===== src/rtl/mips32_pkg.sv =====
// Shared MIPS32 definitions: memory-arbiter owner states, default bus widths
// and the opcode/type constants the pipeline decodes with.
package mips32_pkg;

  localparam int DEF_ADDR_W = 10;
  localparam int DEF_DATA_W = 32;

  typedef enum logic [1:0] {
    IDLE,
    I_OWN,
    D_OWN
  } owner_e;

  typedef enum logic [1:0] {
    ITYPE_R,
    ITYPE_I,
    ITYPE_J
  } instr_type_e;

  localparam logic [5:0] OP_RTYPE = 6'h00;
  localparam logic [5:0] OP_J     = 6'h02;
  localparam logic [5:0] OP_JAL   = 6'h03;
  localparam logic [5:0] OP_BEQ   = 6'h04;
  localparam logic [5:0] OP_BNE   = 6'h05;
  localparam logic [5:0] OP_ADDI  = 6'h08;
  localparam logic [5:0] OP_LW    = 6'h23;
  localparam logic [5:0] OP_SW    = 6'h2B;

  function automatic instr_type_e op_type(input logic [5:0] op);
    case (op)
      OP_RTYPE:      return ITYPE_R;
      OP_J, OP_JAL:  return ITYPE_J;
      default:       return ITYPE_I;
    endcase
  endfunction

endpackage


===== src/rtl/mips32_mem_arb_if.sv =====
// Bundle of fetch, data and single-port memory signals around the arbiter;
// slave is the arbiter view, master is the requester/memory view.
interface mips32_mem_arb_if
  import mips32_pkg::*;
#(
  parameter int ADDR_W = DEF_ADDR_W,
  parameter int DATA_W = DEF_DATA_W
);
  logic              halt;
  logic              i_req;
  logic [ADDR_W-1:0] i_addr;
  logic              i_gnt;
  logic              i_rvalid;
  logic [DATA_W-1:0] i_rdata;
  logic              d_req;
  logic              d_we;
  logic [ADDR_W-1:0] d_addr;
  logic [DATA_W-1:0] d_wdata;
  logic              d_gnt;
  logic              d_rvalid;
  logic [DATA_W-1:0] d_rdata;
  logic              mem_en;
  logic              mem_we;
  logic [ADDR_W-1:0] mem_addr;
  logic [DATA_W-1:0] mem_wdata;
  logic [DATA_W-1:0] mem_rdata;

  modport slave (
    input  halt, i_req, i_addr, d_req, d_we, d_addr, d_wdata, mem_rdata,
    output i_gnt, i_rvalid, i_rdata, d_gnt, d_rvalid, d_rdata,
    output mem_en, mem_we, mem_addr, mem_wdata
  );

  modport master (
    output halt, i_req, i_addr, d_req, d_we, d_addr, d_wdata, mem_rdata,
    input  i_gnt, i_rvalid, i_rdata, d_gnt, d_rvalid, d_rdata,
    input  mem_en, mem_we, mem_addr, mem_wdata
  );

endinterface


===== src/rtl/mips32_starve_ctr.sv =====
// Counts data grants issued while a fetch waits; flags when fetch must win.
module mips32_starve_ctr
  import mips32_pkg::*;
#(
  parameter int STARVE_MAX = 4,
  localparam int CNT_W = $clog2(STARVE_MAX + 1)
) (
  input  logic clk,
  input  logic rst,
  input  logic i_req_i,
  input  logic i_gnt_i,
  input  logic d_gnt_i,
  output logic starve_hit_o
);

  localparam logic [CNT_W-1:0] MaxCnt = CNT_W'(STARVE_MAX);

  logic [CNT_W-1:0] cnt_q, cnt_d;

  always_comb begin
    cnt_d = cnt_q;
    if (i_gnt_i || !i_req_i) begin
      cnt_d = '0;
    end else if (d_gnt_i && (cnt_q != MaxCnt)) begin
      cnt_d = cnt_q + 1'b1;
    end
  end

  always_ff @(posedge clk) begin
    if (rst) begin
      cnt_q <= '0;
    end else begin
      cnt_q <= cnt_d;
    end
  end

  assign starve_hit_o = i_req_i && (cnt_q == MaxCnt);

endmodule


===== src/rtl/mips32_mem_arb.sv =====
// Single-port memory arbiter between fetch and data ports, data has priority.
// Define MIPS32_ARB_FAIRNESS_EN to let a starved fetch win after STARVE_MAX data grants.
module mips32_mem_arb
  import mips32_pkg::*;
#(
  parameter int ADDR_W     = DEF_ADDR_W,
  parameter int DATA_W     = DEF_DATA_W,
  parameter int STARVE_MAX = 4
) (
  input  logic               clk,
  input  logic               rst,
  mips32_mem_arb_if.slave    bus
);

  owner_e            state_q, state_d;
  logic              rd_pend_q, rd_pend_d;
  logic [DATA_W-1:0] i_rdata_q, d_rdata_q;
  logic              i_gnt, d_gnt, i_wins, can_grant;
  logic              i_rvalid, d_rvalid;

`ifdef MIPS32_ARB_FAIRNESS_EN
  mips32_starve_ctr #(
    .STARVE_MAX (STARVE_MAX)
  ) u_starve_ctr (
    .clk          (clk),
    .rst          (rst),
    .i_req_i      (bus.i_req),
    .i_gnt_i      (i_gnt),
    .d_gnt_i      (d_gnt),
    .starve_hit_o (i_wins)
  );
`else
  assign i_wins = 1'b0;
`endif

  always_comb begin
    can_grant = !rst && !bus.halt;
    d_gnt     = can_grant && bus.d_req && !(bus.i_req && i_wins);
    i_gnt     = can_grant && bus.i_req && !d_gnt;
  end

  // Owner is the last grantee; rd_pend_q marks whether that grant was a read.
  always_comb begin
    state_d   = IDLE;
    rd_pend_d = 1'b0;
    if (i_gnt) begin
      state_d   = I_OWN;
      rd_pend_d = 1'b1;
    end else if (d_gnt) begin
      state_d   = D_OWN;
      rd_pend_d = !bus.d_we;
    end
  end

  always_ff @(posedge clk) begin
    if (rst) begin
      state_q   <= IDLE;
      rd_pend_q <= 1'b0;
      i_rdata_q <= '0;
      d_rdata_q <= '0;
    end else begin
      state_q   <= state_d;
      rd_pend_q <= rd_pend_d;
      if (i_rvalid) i_rdata_q <= bus.mem_rdata;
      if (d_rvalid) d_rdata_q <= bus.mem_rdata;
    end
  end

  // Gating with rst drops a read whose return collides with reset.
  assign i_rvalid = !rst && rd_pend_q && (state_q == I_OWN);
  assign d_rvalid = !rst && rd_pend_q && (state_q == D_OWN);

  assign bus.i_gnt     = i_gnt;
  assign bus.d_gnt     = d_gnt;
  assign bus.i_rvalid  = i_rvalid;
  assign bus.d_rvalid  = d_rvalid;
  assign bus.i_rdata   = i_rvalid ? bus.mem_rdata : i_rdata_q;
  assign bus.d_rdata   = d_rvalid ? bus.mem_rdata : d_rdata_q;
  assign bus.mem_en    = i_gnt || d_gnt;
  assign bus.mem_we    = d_gnt && bus.d_we;
  assign bus.mem_addr  = d_gnt ? bus.d_addr : bus.i_addr;
  assign bus.mem_wdata = bus.d_wdata;

endmodule


===== src/flat_wrapper.sv =====
// flat-port wrapper written by rule: the top's interface ports become plain ports
module mips32_mem_arb_flat import mips32_pkg::*;
#(
  parameter int ADDR_W     = DEF_ADDR_W,
  parameter int DATA_W     = DEF_DATA_W,
  parameter int STARVE_MAX = 4
)
  (clk, rst, bus_halt, bus_i_req, bus_i_addr, bus_d_req, bus_d_we, bus_d_addr, bus_d_wdata, bus_mem_rdata, bus_i_gnt, bus_i_rvalid, bus_i_rdata, bus_d_gnt, bus_d_rvalid, bus_d_rdata, bus_mem_en, bus_mem_we, bus_mem_addr, bus_mem_wdata);
  mips32_mem_arb_if #(.ADDR_W(ADDR_W), .DATA_W(DATA_W)) bus_i ();
  input  logic clk;
  input  logic rst;
  input wire logic [$bits(bus_i.halt)-1:0] bus_halt;
  input wire logic [$bits(bus_i.i_req)-1:0] bus_i_req;
  input wire logic [$bits(bus_i.i_addr)-1:0] bus_i_addr;
  input wire logic [$bits(bus_i.d_req)-1:0] bus_d_req;
  input wire logic [$bits(bus_i.d_we)-1:0] bus_d_we;
  input wire logic [$bits(bus_i.d_addr)-1:0] bus_d_addr;
  input wire logic [$bits(bus_i.d_wdata)-1:0] bus_d_wdata;
  input wire logic [$bits(bus_i.mem_rdata)-1:0] bus_mem_rdata;
  output wire logic [$bits(bus_i.i_gnt)-1:0] bus_i_gnt;
  output wire logic [$bits(bus_i.i_rvalid)-1:0] bus_i_rvalid;
  output wire logic [$bits(bus_i.i_rdata)-1:0] bus_i_rdata;
  output wire logic [$bits(bus_i.d_gnt)-1:0] bus_d_gnt;
  output wire logic [$bits(bus_i.d_rvalid)-1:0] bus_d_rvalid;
  output wire logic [$bits(bus_i.d_rdata)-1:0] bus_d_rdata;
  output wire logic [$bits(bus_i.mem_en)-1:0] bus_mem_en;
  output wire logic [$bits(bus_i.mem_we)-1:0] bus_mem_we;
  output wire logic [$bits(bus_i.mem_addr)-1:0] bus_mem_addr;
  output wire logic [$bits(bus_i.mem_wdata)-1:0] bus_mem_wdata;
  assign bus_i.halt = bus_halt;
  assign bus_i.i_req = bus_i_req;
  assign bus_i.i_addr = bus_i_addr;
  assign bus_i.d_req = bus_d_req;
  assign bus_i.d_we = bus_d_we;
  assign bus_i.d_addr = bus_d_addr;
  assign bus_i.d_wdata = bus_d_wdata;
  assign bus_i.mem_rdata = bus_mem_rdata;
  assign bus_i_gnt = bus_i.i_gnt;
  assign bus_i_rvalid = bus_i.i_rvalid;
  assign bus_i_rdata = bus_i.i_rdata;
  assign bus_d_gnt = bus_i.d_gnt;
  assign bus_d_rvalid = bus_i.d_rvalid;
  assign bus_d_rdata = bus_i.d_rdata;
  assign bus_mem_en = bus_i.mem_en;
  assign bus_mem_we = bus_i.mem_we;
  assign bus_mem_addr = bus_i.mem_addr;
  assign bus_mem_wdata = bus_i.mem_wdata;
  mips32_mem_arb #(.ADDR_W(ADDR_W), .DATA_W(DATA_W), .STARVE_MAX(STARVE_MAX)) u_core (.clk(clk), .rst(rst), .bus(bus_i));
endmodule

===== config.mk =====
export PLATFORM = sky130hd
export DESIGN_NAME = mips32_mem_arb_flat
export DESIGN_NICKNAME = d
export VERILOG_FILES = /design/src/rtl/mips32_pkg.sv /design/src/rtl/mips32_mem_arb_if.sv /design/src/rtl/mips32_starve_ctr.sv /design/src/rtl/mips32_mem_arb.sv /design/src/flat_wrapper.sv
export SDC_FILE = /design/constraint.sdc
export NUM_CORES = 1
export LEC_CHECK = 0
export ABC_AREA = 1
export CAP_MARGIN = 20
export CELL_PAD_IN_SITES_DETAIL_PLACEMENT = 2
export CELL_PAD_IN_SITES_GLOBAL_PLACEMENT = 2
export CORE_ASPECT_RATIO = 0.9
export CORE_MARGIN = 2
export CORE_UTILIZATION = 19
export DETAILED_ROUTE_END_ITERATION = 7
export PLACE_DENSITY_LB_ADDON = 0.1
export SLEW_MARGIN = 40
export SYNTH_ARGS = -nofsm -noshare
export SYNTH_HDL_FRONTEND = slang
export SYNTH_SLANG_ARGS = --single-unit

===== constraint.sdc =====
create_clock -name clk -period 1.68 [get_ports clk]
set_clock_uncertainty 0.15 [all_clocks]
set_input_delay 0.168 -clock clk [delete_from_list [all_inputs] [get_ports clk]]
set_output_delay 0.168 -clock clk [all_outputs]
set_load 0.02 [all_outputs]

==> impl_metrics.json, run 1 <==
{
  "antenna_cells": 0,
  "clkLatencyLatePin_ps": 330,
  "gp_congestion": 0.7322,
  "seq_area_frac_synth_pct": 35.34,
  "setup_viol": 68,
  "die_x_um": 153.0,
  "fin_total_pwr_mw": 4.524,
  "final_cell_mix": "inv_1 (113), buf_4 (92), buf_6 (83)",
  "setup-tns-final_ps": -13820,
  "clock-sinks": 67,
  "drv_cap": 0,
  "swShare_pct": 25.73,
  "seq_power_share_pct": 35.7,
  "grt_max_degree": 65,
  "routed_wl_mm": 16.23,
  "netlist_instances": 594,
  "syn-num-nets": 684,
  "rsz0062_at_grt": "true",
  "antenna_found_initial": 0,
  "start_util_pct": 19.16,
  "hold_viol": 0,
  "clock_path_buffers": 2,
  "root_buffer": "clkbuf_16",
  "io_buffers": 137,
  "final_area_um2": 7729,
  "synth.ff_latch_count": 67,
  "critPathSlowestCell": "dfxtp_2",
  "comb_power_share_pct": 17.8,
  "layout.nets": 913,
  "die_h_um": 138.1,
  "num-fill-cells": 2210,
  "clkPwrFrac_pct": 46.5,
  "area_growth_syn_to_layout_pct": 103.7,
  "path_class": "flip-flop to output port",
  "cp-end-kind": "output port",
  "cp-start-kind": "flip-flop",
  "die-area_um2": 21120,
  "grt_pass1_wl_mm": 24.19,
  "power-per-cell-area_nw_per_um2": 585.3,
  "track_usage_pct": 14.39,
  "synth_warnings": 0,
  "path_cells": "inv_2, nor2_4, buf_12, buf_8, buf_12, nand3_1, nand2_4, inv_2, buf_6",
  "vias": 4253,
  "hold_path_class": "input port to flip-flop",
  "violations": "setup timing",
  "yosysUniqueCellTypes": 12,
  "routedWlPerCell_um": 14.99,
  "h-tree-depth": 3,
  "ir_drop_uv": 429.5,
  "grt-ovfl-total": 0,
  "multi_input_area_um2": 2122,
  "netlist_area_um2": 3795,
  "final_antenna_net_count": 0,
  "regArea_um2": 1345,
  "drcViolationCount": 0,
  "worstMarginPinSlew_ps": 909.9,
  "first_pass_iters": 4,
  "via_per_inst": 3.927,
  "max_slew_margin_pct": 39.34,
  "maxSlewViolCount": 0,
  "hold_ws_ps": 168.6,
  "pre_cts_ws_ps": -705.8,
  "p_leak_nw": 3.835,
  "cts_tree": "built",
  "core_area_um2": 19800,
  "finalCritPeriodShare_pct": 115.4,
  "required_ps": 1360,
  "fin_ws_ps": -259.2,
  "finalCriticalPeriod_ps": 1939,
  "cts_made_buffers": 9,
  "ios": 202,
  "grt_pass1_vias": 4753,
  "clk_pin_slew_ps": 50,
  "first_iter_violations": 61,
  "row_count": 49,
  "drive_gt1_share_pct": 54.83,
  "fmax_mhz": 515.7,
  "final_common_cell": "inv_1",
  "status": "complete, but fails checks",
  "postSynthAreaPerCell_um2": 6.389,
  "dpl_cell_area_um2": 5384,
  "internal-power_mw": 3.360,
  "worstPathArrival_ps": 1620,
  "slowest_delay_ps": 320,
  "dp_hpwl_mm": 9.955,
  "cp_max_fo": 9,
  "p_sw_mw": 1.164
}
## registers in the layout (all words and copies together), names as in the netlist
signal and cells:
u_core.i_rdata_q 32, u_core.d_rdata_q 32, u_core.rd_pend_q 1, u_core.state_q 2
## per-layer routing
| layer | vias up | routed length [um] | part of all wire, % | global-route usage, % |
|---|---|---|---|---|
| met3 | 19 | 639 | 3.9 | 3.605 |
| met1 | 2041 | 6834 | 42 | 16.99 |
| met2 | 94 | 8522 | 53 | 26.10 |
| met5 | - | 0 | 0 | 0 |
| met4 | 0 | 236 | 1.5 | 3.509 |
| li1 | 2099 | - | - | - |
## synthesized netlist by cell type (all sizes together)
master	number	area (um^2)
inv	168	630.6
nand2	163	626.9
nor2	71	289.0
dfxtp	67	1341
nand3	64	320.3
buf	42	334.1
clkbuf	18	247.7
a21oi	1	5.000
## worst max-delay path: cells and delay by family, from the launching register on
family | cells | cell delay (ps)
AND/OR/NAND/NOR | 3 | 350
buffers and inverters | 6 | 600
flip-flops | 1 | 320
## timing repair
item	CTS	global route
resized for setup	502	243
buffers inserted	62	27
pin swaps	34	37
setup endpoints to repair	80	89
hold buffers	0	0
cloned	6	11
## per-stage QoR
stage	utilization [%]	std cells
6_report	39.03	1083
4_1_cts	33.53	1067
3_5_place_dp	27.19	983
3_3_place_gp	27.19	983
2_1_floorplan	-	594
5_1_grt	39.03	1083
## power groups by stage
stage | combinational [mW] | sequential, mW | clock [mW]
2_1_floorplan | 0.372 | 1.65 | 0
3_3_place_gp | 0.552 | 1.65 | 0
3_5_place_dp | 0.561 | 1.65 | 0
4_1_cts | 0.695 | 1.61 | 2.19
5_1_grt | 0.864 | 1.61 | 2.25
6_report | 0.805 | 1.61 | 2.10
## final timing paths
kind | from | end | slack [ps] | depth (start not counted)
max | u_core.rd_pend_q | bus_i_rdata[17] | -260 | 9
min | bus_d_req | u_core.state_q[0] | 170 | 3
max reg2reg | u_core.state_q[1] | u_core.i_rdata_q[12] | -170 | 12
min reg2reg | u_core.d_rdata_q[3] | u_core.d_rdata_q[3] | 390 | 4
## cell families (layout without fill, tap and decap cells)
group | after synthesis | count (layout) | synth area share [%]
AND/OR/NAND/NOR | 298 | 298 | 32.57
buffers and inverters | 228 | 462 | 31.95
flip-flops | 67 | 67 | 35.34
AO/OA/AOI/OAI | 1 | 1 | 0.1318
## final cells by class
class,count,area share [%]
Clock buffer,10,3.092
Clock inverter,6,1.149
Inverter,168,8.273
Multi-Input combinational cell,299,27.46
Sequential cell,67,17.40
Tap cell,255,4.128
Timing Repair Buffer,277,38.40
Timing Repair inverter,1,0.09713
(Power assumes the default switching activity.)
==> inputs of run 2 (changes only) <==
--- a/config.mk
+++ b/config.mk
@@ -13,6 +13,7 @@
 export CORE_MARGIN = 2
 export CORE_UTILIZATION = 19
 export DETAILED_ROUTE_END_ITERATION = 7
+export MAX_ROUTING_LAYER = met4
 export PLACE_DENSITY_LB_ADDON = 0.1
 export SLEW_MARGIN = 40
 export SYNTH_ARGS = -nofsm -noshare
==> run 2 against run 1 <==
  * The run still ends with setup timing left
  * Largest cell class unchanged
  * Cell area barely moved
  * Final cell count did not move
  * Clock power barely moved
  * Die area did not move
  * Via count rose by 0.99%
  * Worst hold slack got worse by 3.3 ps
  * Routed wire length barely moved
  * Total power barely moved
  * Combinational power barely moved
  * Largest power group unchanged
  * Core utilization barely moved
  * Sequential share of layout area barely moved
  * Global-route usage rose by 0.43 points
==> impl_metrics.json, run 2 (same netlist as run 1, synthesis figures left out) <==
{
  "p_leak_nw": 3.836,
  "worstRegToRegCells": 12,
  "path_cells": "inv_2, nor2_4, buf_12, buf_8, buf_12, nand3_1, nand2_4, inv_2, buf_6",
  "drv_cap": 0,
  "cp-start-kind": "flip-flop",
  "final_cell_mix": "inv_1 (113), buf_4 (92), buf_6 (83)",
  "io_buffers": 137,
  "drive_gt1_share_pct": 54.83,
  "first_iter_violations": 64,
  "violations": "setup timing",
  "clock_path_buffers": 2,
  "routed_wl_mm": 16.25,
  "status": "complete, but fails checks",
  "via_per_inst": 3.966,
  "post-route-util_pct": 39.05,
  "cp_max_fo": 9,
  "r2r-end": "u_core.i_rdata_q[12]",
  "area_growth_syn_to_layout_pct": 103.8,
  "required_ps": 1360,
  "cp-end-kind": "output port",
  "min_path_cells": 3,
  "h-tree-depth": 3,
  "critPathSlowestCell": "dfxtp_2",
  "worstMarginPinSlew_ps": 921.1,
  "num-fill-cells": 2212,
  "routedWlPerCell_um": 15.00,
  "worstPathArrival_ps": 1630,
  "gp_congestion": 0.7411,
  "antenna_cells": 0,
  "fmax_mhz": 514.5,
  "grt_pass1_wl_mm": 24.21,
  "final_antenna_net_count": 0,
  "layout.nets": 913,
  "power-per-cell-area_nw_per_um2": 585.2,
  "grt_max_degree": 65,
  "finalCritPeriodShare_pct": 115.7,
  "fin_ws_ps": -263.5,
  "hold_path_class": "input port to flip-flop",
  "grt_pass1_vias": 4756,
  "ir_drop_uv": 436.0,
  "ios": 202,
  "core_area_um2": 19800,
  "die_x_um": 153.0,
  "path_class": "flip-flop to output port",
  "clk_pin_slew_ps": 50,
  "top_regs": "u_core.d_rdata_q (32), u_core.i_rdata_q (32), u_core.state_q (2)",
  "fin_total_pwr_mw": 4.526,
  "row_count": 49,
  "clkLatencyLatePin_ps": 330,
  "drcViolationCount": 0,
  "clock-sinks": 67,
  "maxSlewViolCount": 0,
  "hp-start": "bus_d_req",
  "r2r_setup_slack_ps": -170,
  "vias": 4295,
  "track_usage_pct": 14.82,
  "cts_made_buffers": 9,
  "finalCriticalPeriod_ps": 1943,
  "dp_hpwl_mm": 9.955,
  "rsz0062_at_grt": "true",
  "pre_cts_ws_ps": -705.8,
  "antenna_found_initial": 0,
  "hold_viol": 0,
  "reg2reg_from": "u_core.state_q[1]",
  "slowest_delay_ps": 320,
  "max_slew_margin_pct": 38.60,
  "grt-ovfl-total": 0,
  "setup_viol": 68,
  "root_buffer": "clkbuf_16",
  "cts_tree": "built",
  "die_h_um": 138.1,
  "min_to": "u_core.state_q[0]",
  "start_util_pct": 19.16,
  "die-area_um2": 21120,
  "final_common_cell": "inv_1",
  "first_pass_iters": 4
}
## run 2: cell count changes in the layout (fill, tap and decap cells not counted)
cell / previous run / this run
nand2_4: 47 / 48
nand2_2: 60 / 59
## run 2: area by class of cell
type                       instances  area, um^2  share of cell area (%)
sequential                        67        1345                   17.39
inverter                         168       639.4                   8.267
timing repair buffer             277        2968                   38.38
clock inverter                     6       88.84                   1.149
clock buffer                      10       239.0                   3.090
tap                              255       319.1                   4.126
timing repair inverter             1       7.507                 0.09707
multi-input combinational        299        2127                   27.50
## run 2: worst max-delay path, delay by kind of cell, from the launching register on
family / cells / cell delay [ps]
and+or+nand+nor: 3 / 350
buffers and inverters: 6 / 610
DFF: 1 / 320
## run 2: stage by stage
| stage | TNS [ps] | cell area, um^2 | cells | hold WS, ps |
|---|---|---|---|---|
| global route | -20530 | 7734 | 1083 | 172.6 |
| global placement | -27180 | 5384 | 983 | 186.1 |
| finish | -14080 | 7734 | 1083 | 165.3 |
| CTS | -16320 | 6639 | 1067 | 159.8 |
| detailed placement | -31090 | 5384 | 983 | 186.1 |
| floorplan | 0 | 3795 | 594 | 90.38 |
## run 2: where the power goes
group          internal (mW)  leakage [nW]  switching, mW  total (mW)
Clock                   1.34         0.155          0.767        2.11
Combinational          0.412          3.14          0.393       0.806
Sequential              1.61         0.542        0.00639        1.61
## run 2: worst max path at each step
stage                            startpoint  slack (ps)  cells past startpoint              end
after floorplan           u_core.state_q[1]         290                      7  bus_d_rdata[10]
after global placement             bus_halt        -500                      7  bus_mem_addr[9]
after detailed placement           bus_halt        -710                      7  bus_mem_addr[3]
after CTS                  u_core.rd_pend_q        -280                      9  bus_d_rdata[25]
after global routing       u_core.rd_pend_q        -360                      9   bus_i_rdata[1]
final                      u_core.rd_pend_q        -260                      9  bus_i_rdata[17]
## run 2: what timing repair did
action,in CTS,in global routing
gates resized for setup,502,244
hold buffers,0,0
cloned,6,11
buffers inserted,62,27
endpoints found under the setup margin,80,89
pin swaps,34,38
## run 2: metal layers
layer	routed length (um)	up-vias	GRT usage, %	share of wire, %
li1	-	2104	-	-
met1	6889	2074	17.11	42
met2	8528	93	26.13	52
met3	588	24	3.354	3.6
met4	240	0	3.509	1.5
met5	0	-	-	0
